**src/rtl/universal_range_counter.sv**
```systemverilog
// Up/down range counter with runtime bounds, programmable step and wrap/saturate mode.
// Adds a registered terminal-count pulse, a sticky overflow flag and a config-error flag.
module universal_range_counter #(
    parameter int WIDTH = 8
) (
    input  logic             i_clk,
    input  logic             i_reset_n,
    input  logic             i_syn_clr,
    input  logic             i_load,
    input  logic [WIDTH-1:0] i_data,
    input  logic             i_en,
    input  logic             i_up,
    input  logic [WIDTH-1:0] i_step,
    input  logic [WIDTH-1:0] i_lim_lo,
    input  logic [WIDTH-1:0] i_lim_hi,
    input  logic             i_sat,
    output logic [WIDTH-1:0] o_q,
    output logic             o_min,
    output logic             o_max,
    output logic             o_tc,
    output logic             o_ovf,
    output logic             o_cfg_err
);

    logic [WIDTH-1:0] r_q;
    logic [WIDTH-1:0] w_qNext;
    logic             r_tc;
    logic             w_tcNext;
    logic             r_ovf;
    logic             w_ovfNext;
    logic [WIDTH:0]   w_sum;
    logic [WIDTH:0]   w_room;
    logic             w_cfgErr;
    logic             w_cross;

    assign w_cfgErr = (i_lim_lo > i_lim_hi);
    assign w_sum    = {1'b0, r_q} + {1'b0, i_step};
    assign w_room   = {1'b0, r_q} - {1'b0, i_lim_lo};

    // A q already below lim_lo has no room at all, so any downward step crosses.
    always_comb begin
        if (i_up) begin
            w_cross = (w_sum > {1'b0, i_lim_hi});
        end else begin
            w_cross = (r_q < i_lim_lo) || ({1'b0, i_step} > w_room);
        end
    end

    always_comb begin
        w_qNext   = r_q;
        w_tcNext  = 1'b0;
        w_ovfNext = r_ovf;
        if (w_cfgErr) begin
            w_qNext = r_q;
        end else if (i_syn_clr) begin
            w_qNext   = i_lim_lo;
            w_ovfNext = 1'b0;
        end else if (i_load) begin
            if (i_data < i_lim_lo) begin
                w_qNext = i_lim_lo;
            end else if (i_data > i_lim_hi) begin
                w_qNext = i_lim_hi;
            end else begin
                w_qNext = i_data;
            end
        end else if (i_en && (i_step != '0)) begin
            if (w_cross) begin
                w_tcNext  = 1'b1;
                w_ovfNext = 1'b1;
                if (i_up) begin
                    w_qNext = i_sat ? i_lim_hi : i_lim_lo;
                end else begin
                    w_qNext = i_sat ? i_lim_lo : i_lim_hi;
                end
            end else if (i_up) begin
                w_qNext = w_sum[WIDTH-1:0];
            end else begin
                w_qNext = r_q - i_step;
            end
        end
    end

    always_ff @(posedge i_clk or negedge i_reset_n) begin
        if (!i_reset_n) begin
            r_q   <= '0;
            r_tc  <= 1'b0;
            r_ovf <= 1'b0;
        end else begin
            r_q   <= w_qNext;
            r_tc  <= w_tcNext;
            r_ovf <= w_ovfNext;
        end
    end

    assign o_q       = r_q;
    assign o_tc      = r_tc;
    assign o_ovf     = r_ovf;
    assign o_min     = (r_q == i_lim_lo);
    assign o_max     = (r_q == i_lim_hi);
    assign o_cfg_err = w_cfgErr;

endmodule

```
**config.mk**
```make
export PLATFORM = sky130hd
export DESIGN_NAME = universal_range_counter
export DESIGN_NICKNAME = d
export VERILOG_FILES = /design/src/rtl/universal_range_counter.sv
export SDC_FILE = /design/constraint.sdc
export NUM_CORES = 1
export LEC_CHECK = 0
export BUFFER_PORTS_ARGS = -buffer_cell sky130_fd_sc_hd__buf_2
export CORE_MARGIN = 3
export CORE_UTILIZATION = 55
export CTS_CLUSTER_DIAMETER = 200
export CTS_CLUSTER_SIZE = 8
export DETAILED_ROUTE_END_ITERATION = 7
export GPL_ROUTABILITY_DRIVEN = 1
export PLACE_DENSITY = 0.84
export SYNTH_ARGS = -nofsm -noshare
export SYNTH_HDL_FRONTEND = slang
export SYNTH_SLANG_ARGS = --single-unit
```
**constraint.sdc**
```tcl
create_clock -name i_clk -period 11.45 [get_ports i_clk]
set_input_delay 1.145 -clock i_clk [delete_from_list [all_inputs] [get_ports i_clk]]
set_output_delay 1.145 -clock i_clk [all_outputs]
set_load 0.05 [all_outputs]
```
==> After elaboration in Yosys (flattened, before gate mapping) <==
Index checks and enable logic that the tools add are counted.
{ "word_totals": {"ff_bits": 10, "inputBits": 39, "out_inout_bits": 13, "word_cells": 44} }
{ "classes": {"addsub": 3, "n_lt_le_gt_ge": 6, "n_eq_ne": 3, "muxes": 20, "bitwise": 1, "reduce_logical": 8} }
{ "ops": {"columns": ["cell", "count"], "rows": [
  ["2-to-1 mux 8 bit", 10],
  ["== test 8 bit", 2],
  ["greater-than comparator 8 bit", 2],
  ["less-than comparator 8 bit", 2],
  ["2-to-1 mux 1 bit", 10],
  ["adder 8 x 8 -> 9 bit", 1],
  ["greater-than comparator 8 x 9 -> 1 bit", 1],
  ["greater-than comparator 9 x 8 -> 1 bit", 1],
  ["subtractor 8 x 8 -> 9 bit", 1],
  ["nonzero test 8 bit", 1],
  ["subtractor 8 bit", 1],
  ["AND reduction 4 bit", 1],
  ["nonzero test 2 bit", 2],
  ["nonzero test 3 bit", 1],
  ["!= test 2 bit, second input constant", 1],
  ["AND reduction 2 bit", 1],
  ["logical AND 1 bit", 1],
  ["logical OR 1 bit", 1],
  ["NOT 1 bit", 1]
]} }

==> Longest topological paths before layout <==
{ "depth": {"ltp_word": 9, "ltp_mapped": 17} }

==> Worst setup path after synthesis <==
No wires, ideal clock.
{ "synth_timing": {"path_type": "in2reg", "startpoint": "input port i_step[2]", "endpoint": "register r_q[2], in the netlist o_q[2]", "setup_ns": 0.080, "arrival_time_ns": 4.344, "required_time_ns": 11.370, "path_slack_ns": 7.025, "stages": 15, "path_buffers": 1, "path_cell_list": "inv_1 -> ha_1 -> clkbuf_1 -> nor3b_1 -> o31ai_1 -> a21oi_1 -> o21ai_0 -> xnor2_1 -> ha_1 -> and3_1 -> a221o_1 -> a211o_1 -> o22a_2 -> or4_1 -> o211ai_2"} }
{ "synth_via": {"elab_chain_cells": 7, "elab_cells_between_ends": 15} }
{ "synth_lines": {"columns": ["item", "line_no", "rtl"], "rows": [
  ["start, declared", "13", "input logic [WIDTH-1:0] i_step,"],
  ["adder 8 x 8 -> 9 bit or greater-than comparator 8 x 9 -> 1 bit (tied branches)", "37, 45", null],
  ["greater-than comparator 9 x 8 -> 1 bit or logical OR 1 bit (tied branches)", "43, 45", null],
  ["2-to-1 mux 1 bit", "42", "if (i_up) begin"],
  ["2-to-1 mux 8 bit", "67", "if (w_cross) begin"],
  ["2-to-1 mux 8 bit", "66", "end else if (i_en && (i_step != '0)) begin"],
  ["2-to-1 mux 8 bit", "58", "end else if (i_load) begin"],
  ["2-to-1 mux 8 bit", "55", "end else if (i_syn_clr) begin"],
  ["end signal, assigned", "89", "r_q <= w_qNext;"],
  ["end, declared", "25", "logic [WIDTH-1:0] r_q;"]
]} }
Several ways; a longest one is shown, not always the timed one. The select of a mux whose other input is x is not followed.
A chain may end at the register's enable or synchronous reset.

==> Final worst setup path <==
Same ends and word-level chain as after synthesis.

==> summary.txt <==
Outcome
  – Status: finished, final reports clean

Detailed routing
  – Total wire length: just over 8 mm
  – Vias: roughly 3,000
  – DR pass1 iterations: 7
  – Post-DRT Antenna Nets: 0
  – Wirelength per Cell: between 15 and 20 um
  – Vias/cell: about 6.2
  – Residual DRC count: 0
  – Drt first-iter violations: 242

Global routing
  – First-pass GRT wire length: 13.4 mm
  – Initial antenna violation count: 0
  – Overall Global Routing Usage: 0.274
  – Pin count of the biggest net entering global routing: 16
  – Gr ovfl total: 0
  – Vias in the first global route: about 2,900

Power and ir drop
  – Sw frac: 0.531
  – VDD IR max: roughly 0.11 mV
  – Clock power share: 0.084
  – Power per Cell Area: approximately 170 nW/um2
  – Gate power share: 0.791
  – Net switching power: approximately 290 uW
  – LEAKAGE: 1.63 nW
  – Int Power: approximately 250 uW
  – Reg power frac: 0.126

Timing
  – Final setup margin: approximately 7 ns
  – Fin crit share: 0.401
  – Slew Limit Fails: 0
  – Worst-Margin Slew: around 0.96 ns
  – Final hold vios: 0
  – Max Freq: ~220 MHz
  – Hold Worst Slack: 0.554 ns
  – Worst relative slew slack: 0.356
  – Shortest period the worst path allows: 4.59 ns
  – Clk_skew: 0.00121 ns
  – RSZ-0062 raised after global routing: false
  – Final TNS setup: 0 ns
  – Endpoints failing setup: 0

CTS
  – Clk pin slew, worst setup/hold paths: around 0.050 ns
  – CTS tree: built
  – Clock tree buffer depth: 2
  – Cts repair resizes: 0
  – H-Tree Level Count: 1
  – Post-CTS Setup Bufs: 0
  – Clk sinks: 10
  – CTS Hold Bufs: 0
  – Clock Latency Late Sink: roughly 0.24 ns
  – Root Driver: clkbuf_8
  – Num CTS Buffers: 3

Floorplan
  – Core area: a little under 5000 um2
  – Initial Util: 0.584
  – Chip height: 77.5 um
  – Die width: 77.5 um
  – Die Area: about 6000 um2
  – IO Count: between 50 and 60
  – Num rows: 25

Setup path
  – Startpoint types: input port
  – Most used cell, CP: ha_1
  – R2R cell count: 12
  – Slowest-stage cell, CP: or4_1
  – CP endpoint kind: flop
  – Crit-path max cell delay: 0.54 ns
  – Critical path peak fanout: 12
  – Crit path required time: about 12 ns
  – Setup Crit Path Kind: input port to flop
  – Worst path cell trace: buf_2 -> inv_1 -> ha_1 -> nand2b_1 -> a22o_1 -> o31ai_1 -> xnor2_1 -> ha_1 -> a21o_2 -> a221o_1 -> a211o_1 -> o22a_2 -> or4_1 -> o211ai_2
  – Worst Path Arrival: between 4 and 5 ns

Worst hold path
  – Worst Hold Depth: 2
  – Hold/Removal Path Class: flop to flop

Job
  – Max Cap Viol: 0

Synthesis
  – Simple-gate share of the synthesized area: 0.168
  – FF+latch count, synth: 10
  – Mean Syn Cell Area: 7.77 um2
  – Number of synthesized flops with an enable pin: 0
  – Syn_nets: 466
  – Warnings from Yosys: 0
  – Yosys cell types: 48
  – Largest family of logic cells by synthesized area: adder cells
  – Most common cell in the netlist: ha_1
  – Post-Synth XOR/XNOR Area: 0.0779
  – Top post-synthesis cells by area: ha_1, dfrtp_1, xnor2_1
  – Mapped Cells: around 360
  – Synth top cells by count: ha_1, inv_1, a21oi_1
  – Async SR Flop Fraction: 1.00
  – Register area share after synthesis: 0.0890
  – Synth area leader: ha_1
  – Post-Synth Adder-Cell Area: 0.297
  – Mux share of post-synthesis cell area: 0.0356
  – Yosys top cell area share: 0.276
  – Mapped Area: between 2000 and 3000 um2
  – Main flop type after synthesis: dfrtp_1
  – Synth Area in Compound Gates: 0.271

Layout
  – Multi-input logic area: between 2000 and 2500 um2
  – Fill cell count: about 460
  – Antenna Cells: 0
  – Register Area: 250 um2
  – # nets final: between 500 and 600
  – Area grow syn2layout: 13.0%
  – Share of cells above drive strength 1: 0.149

Place
  – I/O Buffers: 51
  – GP Congestion: between 0.9 and 1
  – DP Worst Slack: approximately 6.7 ns
  – Post-DP HPWL: slightly below 7 mm
-- routing by layer --
metal / track usage / vias up / share of wire
li1: - / 1434 / -
met1: 0.344 / 1321 / 0.42
met2: 0.451 / 162 / 0.46
met3: 0.0476 / 26 / 0.085
met4: 0.135 / 0 / 0.040
met5: 0 / - / 0
-- cell usage in the layout, fill, tap and decap left out, types with 5 or more instances in the layout --
cell type,netlist,layout
ha_1,62,62
buf_2,0,51
inv_1,36,36
a21oi_1,29,29
nor2_1,24,24
o21ai_0,24,24
xnor2_1,21,21
nand2_1,20,20
nand3_1,16,16
mux2i_1,10,10
dfrtp_1,10,10
nand4_1,8,8
a21o_1,7,7
nand2b_1,6,6
nor2b_1,6,6
o21a_1,6,6
a31oi_1,6,6
and3_1,5,5
o211a_1,5,5
-- per-stage QoR --
stage	utilization	area, um2	instances	total power, mW
after floorplan	-	2810	362	0.390
after global placement	0.648	3120	473	0.475
after detailed placement	0.648	3120	473	0.487
after CTS	0.659	3180	477	0.535
after global routing	0.659	3180	477	0.589
final	0.659	3180	477	0.539
-- power by group through the flow --
stage	Clock (mW)	Sequential (mW)	Combinational, mW
global placement	0	0.0662	0.409
finish	0.0451	0.0677	0.426
CTS	0.0455	0.0669	0.423
detailed placement	0	0.0673	0.419
floorplan	0	0.0975	0.292
global route	0.0473	0.0695	0.472
-- area by class of cell --
class / count / share of cell area
Multi-Input combinational cell: 308 / 0.752
Timing Repair Buffer: 52 / 0.0827
Sequential cell: 10 / 0.0788
Inverter: 36 / 0.0426
Clock buffer: 4 / 0.0173
Tap cell: 67 / 0.0264
-- critical path, delay by kind of cell --
family                   cells  cell delay (ns)
AO/OA/AOI/OAI                7             1.88
AND/OR/NAND/NOR              2             0.74
adder cells (fa/ha/maj)      2             0.66
XOR/XNOR                     1             0.18
buffers and inverters        2             0.15
-- final timing paths --
check / from / endpoint / slack, ns
worst max-delay path: i_step[2] / o_q[2] / 6.86
worst min-delay path: o_ovf / o_ovf / 0.55
worst max register to register: o_q[2] / o_q[2] / 7.41
worst min register to register: o_ovf / o_ovf / 0.55
max in group asynchronous: i_reset_n / o_q[0] / 10.48
min in group asynchronous: i_reset_n / o_tc / 0.77
-- sequential cells by signal, summed over array words and instances (netlist names) --
signal / cells
o_q: 8
o_ovf: 1
o_tc: 1
-- kinds of logic (layout without fill, tap and decap cells) --
logic type | after synthesis | count (layout)
buf+inv | 44 | 92
simple gates | 95 | 95
fa+ha+maj | 65 | 65
flops | 10 | 10
compound gates | 113 | 113
xor+xnor | 25 | 25
mux | 10 | 10
Power figures use the tool's default switching activity.
